`config.mk`:
```
export PLATFORM = sky130hd
export DESIGN_NAME = axis_unpack
export DESIGN_NICKNAME = d
export VERILOG_FILES = /design/src/rtl/axis_unpack.sv
export SDC_FILE = /design/constraint.sdc
export NUM_CORES = 1
export LEC_CHECK = 0
export BUFFER_PORTS_ARGS = -buffer_cell sky130_fd_sc_hd__buf_2
export CAP_MARGIN = 20
export CORE_ASPECT_RATIO = 0.7
export CORE_UTILIZATION = 35
export DETAILED_ROUTE_END_ITERATION = 10
export SLEW_MARGIN = 5
export SYNTH_ARGS = -nofsm -noshare
export SYNTH_HDL_FRONTEND = slang
export SYNTH_SLANG_ARGS = --single-unit
```
`constraint.sdc`:
```
create_clock -name clk_i -period 2 [get_ports clk_i]
set_clock_uncertainty 0.1 [all_clocks]
set_input_delay 0.4 -clock clk_i [delete_from_list [all_inputs] [get_ports clk_i]]
set_output_delay 0.4 -clock clk_i [all_outputs]
set_load 0.01 [all_outputs]
```
`src/rtl/axis_unpack.sv`:
```
// axis_unpack: splits one Lanes*DataWidth input word into DataWidth output
// lanes, one lane per accepted output beat, with a 1-cycle latency from
// input transfer to first lane and no bubble between back-to-back words.
//
// Optional feature (macro AXIS_UNPACK_KEEP_EN): adds s_keep_i; lanes whose
// keep bit is 0 are skipped, m_last_o sits on the last kept lane, and an
// all-zero keep word is swallowed without producing output.
//
// The held word and its keep mask are stored in emit order, so position 0
// is always the first lane to leave regardless of LsbFirst.
module axis_unpack #(
  parameter int DataWidth = 8,
  parameter int Lanes     = 2,
  parameter int LsbFirst  = 1
) (
  input  logic                         clk_i,
  input  logic                         rst_i,
  input  logic [Lanes*DataWidth-1:0]   s_data_i,
  input  logic                         s_valid_i,
  input  logic                         s_last_i,
`ifdef AXIS_UNPACK_KEEP_EN
  input  logic [Lanes-1:0]             s_keep_i,
`endif
  output logic                         s_ready_o,
  output logic [DataWidth-1:0]         m_data_o,
  output logic                         m_valid_o,
  output logic                         m_last_o,
  input  logic                         m_ready_i
);

  localparam int CntW = $clog2(Lanes);

  typedef logic [CntW-1:0] cnt_t;
  typedef enum logic {EMPTY, BUSY} state_e;

  // Physical lane index of emit position pos.
  function automatic int phys_lane(input int pos);
    return (LsbFirst != 0) ? pos : (Lanes - 1 - pos);
  endfunction

  // Lowest set mask bit at index >= start, returned as {found, index}.
  function automatic logic [CntW:0] next_kept(input logic [Lanes-1:0] mask,
                                              input int start);
    logic [CntW:0] r;
    r = '0;
    for (int i = Lanes - 1; i >= 0; i--) begin
      if (i >= start && mask[i]) r = {1'b1, cnt_t'(i)};
    end
    return r;
  endfunction

  state_e                       state_q, state_d;
  logic [Lanes*DataWidth-1:0]   word_q, word_d;
  logic [Lanes-1:0]             mask_q, mask_d;
  logic                         last_q, last_d;
  cnt_t                         cnt_q, cnt_d;
  logic [DataWidth-1:0]         m_data_q, m_data_d;
  logic                         m_valid_q, m_valid_d;
  logic                         m_last_q, m_last_d;

  logic [Lanes-1:0]             keep_in;
  logic [Lanes*DataWidth-1:0]   in_word;
  logic [Lanes-1:0]             in_mask;
  logic [CntW:0]                in_first, in_second, cur_next, cur_after;
  logic                         is_final, out_xfer, in_xfer;

`ifdef AXIS_UNPACK_KEEP_EN
  assign keep_in = s_keep_i;
`else
  assign keep_in = '1;
`endif

  // Reorder the incoming word and keep mask into emit order.
  always_comb begin
    // NOTE: combinational blocks use blocking '=' and assign every output a
    // default first, so no path leaves a variable unassigned (no latch).
    in_word = '0;
    in_mask = '0;
    for (int i = 0; i < Lanes; i++) begin
      in_word[i*DataWidth +: DataWidth] = s_data_i[phys_lane(i)*DataWidth +: DataWidth];
      in_mask[i]                        = keep_in[phys_lane(i)];
    end
  end

  // Locate first/second kept lanes of the new word and the next kept lanes
  // of the held word; the current lane is final when nothing follows it.
  always_comb begin
    in_first  = next_kept(in_mask, 0);
    in_second = next_kept(in_mask, int'(in_first[CntW-1:0]) + 1);
    cur_next  = next_kept(mask_q, int'(cnt_q) + 1);
    cur_after = next_kept(mask_q, int'(cur_next[CntW-1:0]) + 1);
    is_final  = !cur_next[CntW];
  end

  // Handshakes: a new word is taken when idle or as the final lane leaves.
  always_comb begin
    out_xfer  = m_valid_q && m_ready_i;
    s_ready_o = !rst_i && ((state_q == EMPTY) || (out_xfer && is_final));
    in_xfer   = s_valid_i && s_ready_o;
  end

  // Next-state and next-output computation.
  always_comb begin
    state_d   = state_q;
    word_d    = word_q;
    mask_d    = mask_q;
    last_d    = last_q;
    cnt_d     = cnt_q;
    m_data_d  = m_data_q;
    m_valid_d = m_valid_q;
    m_last_d  = m_last_q;
    if (in_xfer) begin
      word_d = in_word;
      mask_d = in_mask;
      last_d = s_last_i;
      if (in_first[CntW]) begin
        state_d   = BUSY;
        cnt_d     = in_first[CntW-1:0];
        m_valid_d = 1'b1;
        m_data_d  = in_word[int'(in_first[CntW-1:0])*DataWidth +: DataWidth];
        m_last_d  = s_last_i && !in_second[CntW];
      end else begin
        // Nothing kept: the word (and its last flag) vanishes.
        state_d   = EMPTY;
        cnt_d     = '0;
        m_valid_d = 1'b0;
        m_last_d  = 1'b0;
      end
    end else if (out_xfer) begin
      if (is_final) begin
        state_d   = EMPTY;
        m_valid_d = 1'b0;
        m_last_d  = 1'b0;
      end else begin
        cnt_d    = cur_next[CntW-1:0];
        m_data_d = word_q[int'(cur_next[CntW-1:0])*DataWidth +: DataWidth];
        m_last_d = last_q && !cur_after[CntW];
      end
    end
  end

  // Control state and registered outputs.
  always_ff @(posedge clk_i) begin
    // NOTE: sequential state updates use non-blocking '<=' so every flop
    // samples pre-edge values regardless of statement order.
    if (rst_i) begin
      state_q   <= EMPTY;
      mask_q    <= '0;
      last_q    <= 1'b0;
      cnt_q     <= '0;
      m_data_q  <= '0;
      m_valid_q <= 1'b0;
      m_last_q  <= 1'b0;
    end else begin
      state_q   <= state_d;
      mask_q    <= mask_d;
      last_q    <= last_d;
      cnt_q     <= cnt_d;
      m_data_q  <= m_data_d;
      m_valid_q <= m_valid_d;
      m_last_q  <= m_last_d;
    end
  end

  // Held word storage.
  always_ff @(posedge clk_i) begin
    // NOTE: the word register has no reset; it is only read while BUSY,
    // which always follows a load.
    word_q <= word_d;
  end

  assign m_data_o  = m_data_q;
  assign m_valid_o = m_valid_q;
  assign m_last_o  = m_last_q;

endmodule

```
======== Word-level counts from Yosys, hierarchy flattened ========
Index checks and enable logic that the tools add are counted.
W data, S select, Z words.
word-level totals
  word-level logic and storage cells ...... 46
  input port bits ......................... 21
  output and inout bits ................... 11
  register bits ........................... 29
  memories kept ........................... 0
  RAM bits ................................ 0
  latch bits .............................. 0
  memory bits (read-only) ................. 0
operators by class
  multiplexer cells ....................... 11
  div/mod/pow operators ................... 0
  multiply operators ...................... 0
  shift operators ......................... 1
  $lt $le $gt $ge ......................... 4
  add/subtract/negate cells ............... 2
  reduce and logical (&&, ||, !) cells .... 19
  equal/unequal tests ..................... 1
  bitwise logic cells ..................... 1
operator list
  cell                   count
  $mux W8                3
  $shiftx A16 B5 Y8      1
  $logic_and A1 B1 Y1    9
  $ge A1 B2 Y1 const A   4
  $mux W2                4
  $reduce_and A2 Y1      3
  $add A1 B1 Y2 const B  2
  $mux W1                4
  $reduce_bool A2 Y1     2
  $logic_not A1 Y1       3
  $ne A2 B1 Y1 const B   1
  $reduce_or A2 Y1       1
  $logic_or A1 B1 Y1     1
  $not A1 Y1             1

======== Longest topological paths before layout ========
Gate-level depths: netlist of the first run.
  depth after elaboration ................. 13
  depth in mapped cells ................... 6
  gate-level depth less buffers ........... 5

======== Worst setup path before layout of the first run ========
Ideal clock, no wire load.
  path kind ............................... register -> register
  start ................................... reg m_valid_q (netlist: m_valid_o)
  end ..................................... reg word_q[0] (enable)
  setup slack ............................. -0.059 ns
  period minus slack after synthesis ...... 2.059 ns
  library setup time ...................... 0.393 ns
  required time ........................... 1.507 ns
  path buffers ............................ 1
  cell stages (with the launch flop) ...... 5
  arrival time ............................ 1.566 ns
  cells stage by stage .................... dfxtp_1 -> nor2_1 -> a31oi_4 -> buf_6 -> nor2_1
on the way
  cells in the longest elaborated chain, start to end .. 5
  elaborated cells between the ends (all ways) .. 6
  classes of those cells .................. 1 x bitwise; 5 x reduce/logical
ends and longest elaborated chain
  item                     RTL line  text
  start, declared          58        logic m_valid_q, m_valid_d;
  start signal, assigned   160       m_valid_q <= m_valid_d;
  $logic_and A1 B1 Y1      97        out_xfer = m_valid_q && m_ready_i;
  $logic_and A1 B1 Y1      98        s_ready_o = !rst_i && ((state_q == EMPTY) || (out_xfer && is_final));
  $logic_or A1 B1 Y1 (*)   98
  $logic_and A1 B1 Y1 (*)  98
  $logic_and A1 B1 Y1 (*)  99        in_xfer = s_valid_i && s_ready_o;
  net in_xfer              65        logic is_final, out_xfer, in_xfer;
  end signal, assigned     169       word_q <= word_d;
  end, declared            53        logic [Lanes*DataWidth-1:0] word_q, word_d;
Mark *: on every way through the listed nets, which the timed path passes. The rest lies on a longest branch.
A chain may end at the register's enable or synchronous reset.

======== Final worst setup path of the first run ========
  start ................................... reg cnt_q
  end ..................................... out s_ready_o
on the way
  cells in the longest elaborated chain, start to end .. 9
  elaborated cells between the ends (all ways) .. 11
  classes of those cells .................. 1 x add/sub; 2 x order compare; 2 x mux; 6 x reduce/logical
ends and longest elaborated chain
  item                     RTL line  text
  start, declared          56        cnt_t cnt_q, cnt_d;
  start signal, assigned   158       cnt_q <= cnt_d;
  $add A1 B1 Y2 (*)        90        cur_next = next_kept(mask_q, int'(cnt_q) + 1);
  $ge A1 B2 Y1             47        if (i >= start && mask[i]) r = {1'b1, cnt_t'(i)};
  $logic_and A1 B1 Y1      47
  $mux W2                  47
  $mux W2 (*)              47
  $logic_not A1 Y1 (*)     92        is_final = !cur_next[CntW];
  $logic_and A1 B1 Y1 (*)  98
  $logic_or A1 B1 Y1 (*)   98
  $logic_and A1 B1 Y1 (*)  98
  end, declared            24        output logic s_ready_o,
Mark *: on every way between the ends. The rest lies on a longest branch, timed or not.

==> impl.org, run 1 <==
** Status
- The run finished with clean final reports.

** CTS
- Number of buffers added by the clock tree synthesis step :: 5
- H-tree level count :: 2
- At the later pin of the worst-skew pair, clock insertion delay measures 270 ps.
- Clock slew at reported path FFs :: around 60 ps
- The number of gates resized after CTS was 0.
- TritonCTS built the clock tree.
- The tree is rooted in a sky130_fd_sc_hd__clkbuf_8.
- Clk buf depth :: 2
- The clock drives 29 sinks.

** Finish
- Filler Cell Count :: between 200 and 300
- Number of standard cells in the layout, taps in and fillers out :: 186
- In the final design database the tool counted roughly 160 nets.
- The area growth from synthesis to layout is 26.0%.
- Antenna Diode Count :: 0
- For this run, the share of the core covered by cells in the final layout is 47.0%.
- In the final layout, the share of cells above drive strength 1 is 37.4%.

** Power and ir drop
- Switching part of the total :: about a quarter
- Internal power of the cells :: 1.08 mW
- Power spread over the standard cell area amounts to 946 mW/mm^2.
- Share of power burned in combinational logic :: between 10% and 20%
- VDD IR-drop max :: 0.520 mV
- For this design the total switching power over the nets is around 0.35 mW.
- After layout, the design draws a total of ~1.4 mW.
- In this run, flip-flops and latches consume around half of the power.
- The analysis attributes to cell leakage a power of 0.606 nW.
- Part of the total power dissipated in the clock network :: 36.8%

** Run
- Number of max-cap violations :: 0

** Detailed routing
- Dividing the detail-routed via count by the number of cells gives just under 5.
- First DRT Iteration DRCs :: 79
- Summed over all layers, the routed wires come to 2540 um.
- After detailed routing, the average wire length per cell comes to 13.7 um.
- The count of nets left with antenna violations once routing finished came out at 0.
- The first detailed-routing pass ran for 5 iterations.
- Total vias in the final route :: approximately 920
- DRC Markers :: 0

** Timing
- At the pin with the least slew margin, the transition time is 521 ps.
- Fin Setup TNS :: 0 ps
- Setup repair after global routing left no endpoint under its margin.
- Final setup violation count :: 0
- Max Clock Freq :: 577 MHz
- The max-slew violation count was 0.
- Hold Vio Cnt, Final :: 0
- Measured against its own limit, the worst slew margin works out to 65.2%.
- In the finished design, the share of the clock period the worst path needs comes to 86.6%.
- The routed design could run at a clock period as short as 1730 ps.

** Placed design
- Once placement completed, the tool counted placed cells totaling 177.
- Estimated wirelength of the detail-placed design :: 1660 um
- Count of buffers from port buffering :: 31
- Routability-driven placement finished with a final weighted congestion of 0.780.

** Global route
- For this run the aggregate overflow at the end of global routing stands at 0.
- Global routing used 15.6% of the available tracks.
- Largest net degree at the start of global routing :: 19
- Global-route wire length before repair :: 4180 um
- Initial antenna violation count :: 0
- The via count of the first global-routing pass is between 900 and 1000.

** Floorplan
- 32 I/O pins were placed.
- Once the floorplan was initialized, standard cells occupied a little under two fifths of the core.
- Die area :: 0.00366 sq mm
- From bottom edge to top edge, the die measures 50.9 um.
- Core Rows :: 17
- Die W :: just over 70 um
- Core box area :: 0.00321 sq mm

** Worst setup path
- At the worst endpoint, the required time is 1500 ps.
- In this run the worst path has a maximum fanout of 4.
- STA classifies the critical path startpoint as a register.
- The worst setup path is captured at a primary output.
- By startpoint and endpoint, the worst setup path is classified as reg -> out.
- STA puts the critical path data arrival time at 1230 ps.

** Yosys
- Synth Instances :: 99
- Share of flip-flops with an asynchronous set or reset after synthesis :: 0%
- The synthesized netlist occupies a cell area of about 0.0012 sq mm.
- Synthesis inferred 29 register bits.
- Synthesized netlist net count :: 120
- Count of flip-flops with a built-in enable after synthesis :: 16
- Of the synthesized area, sequential elements account for roughly three fifths.
- Synth warn :: 0
- Synth Area per Inst :: 12.1 sq um
- Yosys mapped the design onto 26 distinct sky130hd cell types.
- Top_reg_cell synth :: sky130_fd_sc_hd__edfxtp_1

** Hold path
- Class of the tightest hold or removal check :: in -> reg
-- area by class of cell --
| type | count | area (sq um) | share of cell area, % |
|---|---|---|---|
| clock buffers | 7 | 96.3 | 6.38 |
| inverters | 3 | 11.3 | 0.746 |
| repair buffers | 36 | 193 | 12.8 |
| well taps | 47 | 58.8 | 3.90 |
| multi-input cells | 63 | 404 | 26.8 |
| clock inverters | 1 | 5.00 | 0.332 |
| flip-flops and latches | 29 | 741 | 49.1 |
-- power by group through the flow --
stage	Sequential (mW)	Clock (mW)	Combinational [mW]
3_5_place_dp	0.706	0	0.204
2_1_floorplan	0.714	0	0.122
6_report	0.694	0.525	0.208
3_3_place_gp	0.706	0	0.200
4_1_cts	0.694	0.537	0.208
5_1_grt	0.698	0.571	0.229
-- stage by stage --
step,instance area [sq um],worst slack [ps],hold slack [ps]
final,1510,267,195
after floorplan,1200,246,336
after CTS,1510,267,190
after detailed placement,1400,153,350
after global routing,1510,190,185
after global placement,1400,160,353
-- flip-flops by register name, indices dropped and copies added, names as in the netlist --
register,count
word_q,16
m_data_o,8
cnt_q,1
last_q,1
m_last_o,1
m_valid_o,1
mask_q,1
-- worst max-delay path, cell delays in order, from the launching register on --
cell	delay [ps]
sky130_fd_sc_hd__dfxtp_1	340
sky130_fd_sc_hd__nand2b_2	210
sky130_fd_sc_hd__a31oi_4	200
sky130_fd_sc_hd__inv_1	70
sky130_fd_sc_hd__buf_2	140
-- layout by cell type, fill, tap and decap left out, types with 2 or more instances in the layout --
cell,Yosys,layout
sky130_fd_sc_hd__a22oi_1,2,2
sky130_fd_sc_hd__a32o_1,8,8
sky130_fd_sc_hd__buf_2,1,31
sky130_fd_sc_hd__buf_4,0,5
sky130_fd_sc_hd__clkbuf_8,2,7
sky130_fd_sc_hd__dfxtp_1,13,13
sky130_fd_sc_hd__edfxtp_1,16,16
sky130_fd_sc_hd__inv_1,2,2
sky130_fd_sc_hd__nand2_1,3,3
sky130_fd_sc_hd__nor2_1,21,20
sky130_fd_sc_hd__o22ai_1,8,8
sky130_fd_sc_hd__or3_1,8,8
-- repair_timing --
item / in CTS / in global routing
endpoints found under the setup margin: 1 / 0
buffers inserted: 1 / 0
hold buffers: 0 / 0
-- synthesized netlist by cell type, drive strengths merged, types with 2 or more instances --
cell	count	share of area, %
nand2	3	0.94
nor3	2	1.8
inv	3	0.94
or3	8	4.2
edfxtp	16	40
buf	2	1.4
a21oi	2	1.1
o22ai	8	4.2
nor2	21	6.6
dfxtp	13	22
a32o	8	6.7
a22oi	2	1.3
clkbuf	2	2.3
-- cell families (layout without fill, tap and decap cells) --
family | after synthesis | after routing | share of synthesized area, %
compound gates | 24 | 24 | 16.8
buf+inv | 7 | 47 | 4.60
flops | 29 | 29 | 61.9
mux | 1 | 1 | 0.940
simple gates | 38 | 38 | 15.8
-- final timing paths --
| kind | start | to | slack [ps] | cells after the start |
|---|---|---|---|---|
| hold reg to reg | m_data_o[3]$_SDFFE_PP0P_ | m_data_o[3]$_SDFFE_PP0P_ | 360 | 1 |
| setup reg to reg | cnt_q$_SDFFE_PP0P_ | m_data_o[6]$_SDFFE_PP0P_ | 360 | 5 |
| setup / recovery | cnt_q$_SDFFE_PP0P_ | s_ready_o | 270 | 4 |
| hold / removal | s_data_i[10] | word_q[10]$_DFFE_PP_ | 190 | 1 |
-- layer usage --
layer / share of wire (%) / track usage (%)
met1: 49 / 20.5
met2: 45 / 23.6
met3: 4.9 / 4.93
met4: 1.5 / 6.86
met5: 0 / 0
Power figures use the tool's default switching activity.
==> inputs of run 2 (changes only) <==
clock period = 1.4 ns   (was 2 ns; I/O delays follow)
==> run 2 against run 1 <==
  * Worst setup slack lost 380 ps
  * Hold slack worse by 120 ps
  * Combinational power rose by 77%
  * The flow now finishes with violations (negative setup slack)
  * Core utilization increased by 4.5 points
  * Highest routed layer unchanged
  * Sequential share of layout area fell by 4.0 points
  * Die area stayed put
  * Wire length up 7.7%
  * Register-to-register slack worse by 440 ps
  * Cell count rose by 7.0%
  * Non-clock buffer count increased by 13
==> impl.org, run 2 (synthesis gave the netlist of run 1 again) <==
** Detailed routing
- First DRT Iteration DRCs :: 27
- Final wirelength :: 2740 um
- Count of TritonRoute iterations in the first routing pass :: 4
- Dividing the detail-routed via count by the number of cells gives 4.80.
- In the routed design, unresolved DRC markers number 0.
- In the final routed layout, each cell accounts on average for ~14 um.
- The detail route stage leaves a number of antenna-violating nets equal to 0.
- The detailed router placed 955 vias in this run.

** Placed design
- Before CTS, the worst setup slack after placement is -226 ps.
- Placed insts :: between 150 and 200
- Count of buffers from port buffering :: 31
- The wire-length estimate of the detail-placed layout is slightly below 2000 um.
- Final weighted congestion of routability-driven global placement :: 0.863
- Placed Instance Area :: 0.00149 sq mm

** Worst setup path
- Walking the worst path, the cells encountered are nand2b_4 -> a31oi_4 -> inv_2 -> buf_6.
- CP Class :: reg -> out
- Element type at the critical path start :: register
- Worst Path Max Fanout :: 4
- The largest individual stage delay along the critical path comes from the cell sky130_fd_sc_hd__dfxtp_2.
- Sort of element at the end of the critical path :: primary output
- Arrival time at the worst endpoint :: 1130 ps
- In this design, the stage delay of the slowest critical-path cell is around 310 ps.
- The critical path contains buffers and inverters numbering 2 combined.
- WP data required :: 1020 ps
- Cell type group with the largest total delay on the critical path :: flip-flops

** Global route
- Initial antenna violation count :: 0
- The via count of the first global-routing pass was 895.
- Total grt overflow :: 0
- Global-route wire length before repair :: 4390 um
- Largest net degree at the start of global routing :: 19
- GR Util All Layers :: 16.8%

** Finish
- From synthesis to final layout, the design area changed by 38.0%.
- Share of layout cells above drive strength 1 :: 48.0%
- In the layout the commonest cells are 30 x sky130_fd_sc_hd__buf_2, 17 x sky130_fd_sc_hd__nor2_1, 16 x sky130_fd_sc_hd__edfxtp_1, 14 x sky130_fd_sc_hd__buf_4, 10 x sky130_fd_sc_hd__dfxtp_1.
- The repair_antennas step left the layout with diodes totalling 0.
- The final layout contains about 170 nets.
- Leading cell type in the layout, fill and taps excluded :: sky130_fd_sc_hd__buf_2
- Register with the highest flop count :: word_q
- Flip-flop count of the largest register, all copies and words added :: 16
- After routing the design area is between 0.0015 and 0.002 sq mm.
- After the flow finishes, the layout carries non-filler instances totaling 199.
- After filler insertion, the fill cell instance count of the layout stands at about 300.

** Timing
- Actual slew at the worst max-slew pin :: 569 ps
- Max Clock Freq :: 662 MHz
- Worst path setup slack after routing :: -111 ps
- Slew Limit Fails :: 0
- After layout, the worst path uses 108% of the clock period.
- Setup repair after global routing could not meet its margin everywhere.
- Hold Vio Cnt, Final :: 0
- Final setup violation count :: 24
- Headroom to the max-slew limit :: 62.0%
- The routed design could run at a clock period as short as 1510 ps.

** Power and ir drop
- IR analysis of the VDD net gives a maximum drop of roughly 0.7 mV.
- Total power per unit cell area :: about 1200 mW/mm^2
- P_leak :: 0.671 nW

** CTS
- Clock slew at reported path FFs :: 60 ps
- The clock passes through at most 2 buffers.
- At the later pin of the worst-skew pair, clock insertion delay measures 270 ps.
- Clock tree synthesis selected as its root buffer the cell sky130_fd_sc_hd__clkbuf_8.
- Number of buffers added by the clock tree synthesis step :: 5
- The clock tree synthesis step divided the H-tree into 2 levels.
- CTS tree :: built
- The clock drives 29 sinks.
- Count of hold-fix buffers inserted at cts :: 0

** Floorplan
- Starting utilization of the core area :: between 30 and 40%
- Total I/O pin count :: 32
- The floorplan step defined a die boundary enclosing 0.00366 sq mm.
- The floorplan has 17 rows.
- From left edge to right edge, the die measures 71.9 um.
- In this run the standard cell core region covers 0.00321 sq mm.
- Chip Height :: 50.9 um

** Status
- Violated checks :: negative setup slack
- Outcome :: complete, but fails checks

** Hold path
- In this run the worst hold path is classified as in -> reg.

** Run
- Number of max-cap violations :: 0
run 2: cell count changes in the layout (fill, tap and decap cells not counted), sizes merged:
| cell | previous run | this run |
|---|---|---|
| buf | 36 | 49 |
run 2: routing by layer:
layer	routed length, um	GRT usage [%]	vias up
met5	0	0	-
met1	1360	22.1	454
met3	135	6.11	4
met2	1210	25.2	22
met4	31	6.86	0
li1	-	-	475
run 2: where the power goes:
part           switching (mW)  leakage [nW]  total (mW)  internal, mW
clock                   0.281        0.0399       0.625         0.345
sequential             0.0285         0.258       0.995         0.967
combinational           0.188         0.373       0.368         0.180
run 2: what timing repair did:
item / 4_1_cts / 5_1_grt
setup buffers: 4 / 0
gates resized for setup: 4 / 7
pin swaps: 4 / 7
setup endpoints to repair: 27 / 28
run 2: worst paths after layout:
check                 startpoint                       end  slack (ps)  depth (start not counted)
max           cnt_q$_SDFFE_PP0P_                 s_ready_o        -110                          4
min                 s_data_i[12]      word_q[12]$_DFFE_PP_          80                          1
max reg2reg   cnt_q$_SDFFE_PP0P_  m_data_o[7]$_SDFFE_PP0P_         -80                          5
min reg2reg  last_q$_SDFFE_PP0P_       last_q$_SDFFE_PP0P_         350                          2
run 2: final cells by class:
cell class / instances / area, sq um / share of cell area (%)
clock inverters: 1 / 3.75 / 0.227
repair buffers: 49 / 320 / 19.4
multi-input cells: 63 / 438 / 26.5
well taps: 47 / 58.8 / 3.56
inverters: 3 / 11.3 / 0.681
flip-flops and latches: 29 / 744 / 45.0
clock buffers: 7 / 76.3 / 4.62
run 2: metrics by stage:
step / power [mW] / util [%] / hold WS (ps) / setup TNS [ps]
floorplan: 1.20 / - / 245 / -1160
global placement: 1.33 / 46.5 / 345 / -4260
detailed placement: 1.34 / 46.5 / 352 / -5580
CTS: 2.01 / 50.8 / 70.6 / -906
global route: 2.11 / 51.5 / 60.3 / -2180
finish: 1.99 / 51.5 / 79.0 / -1140
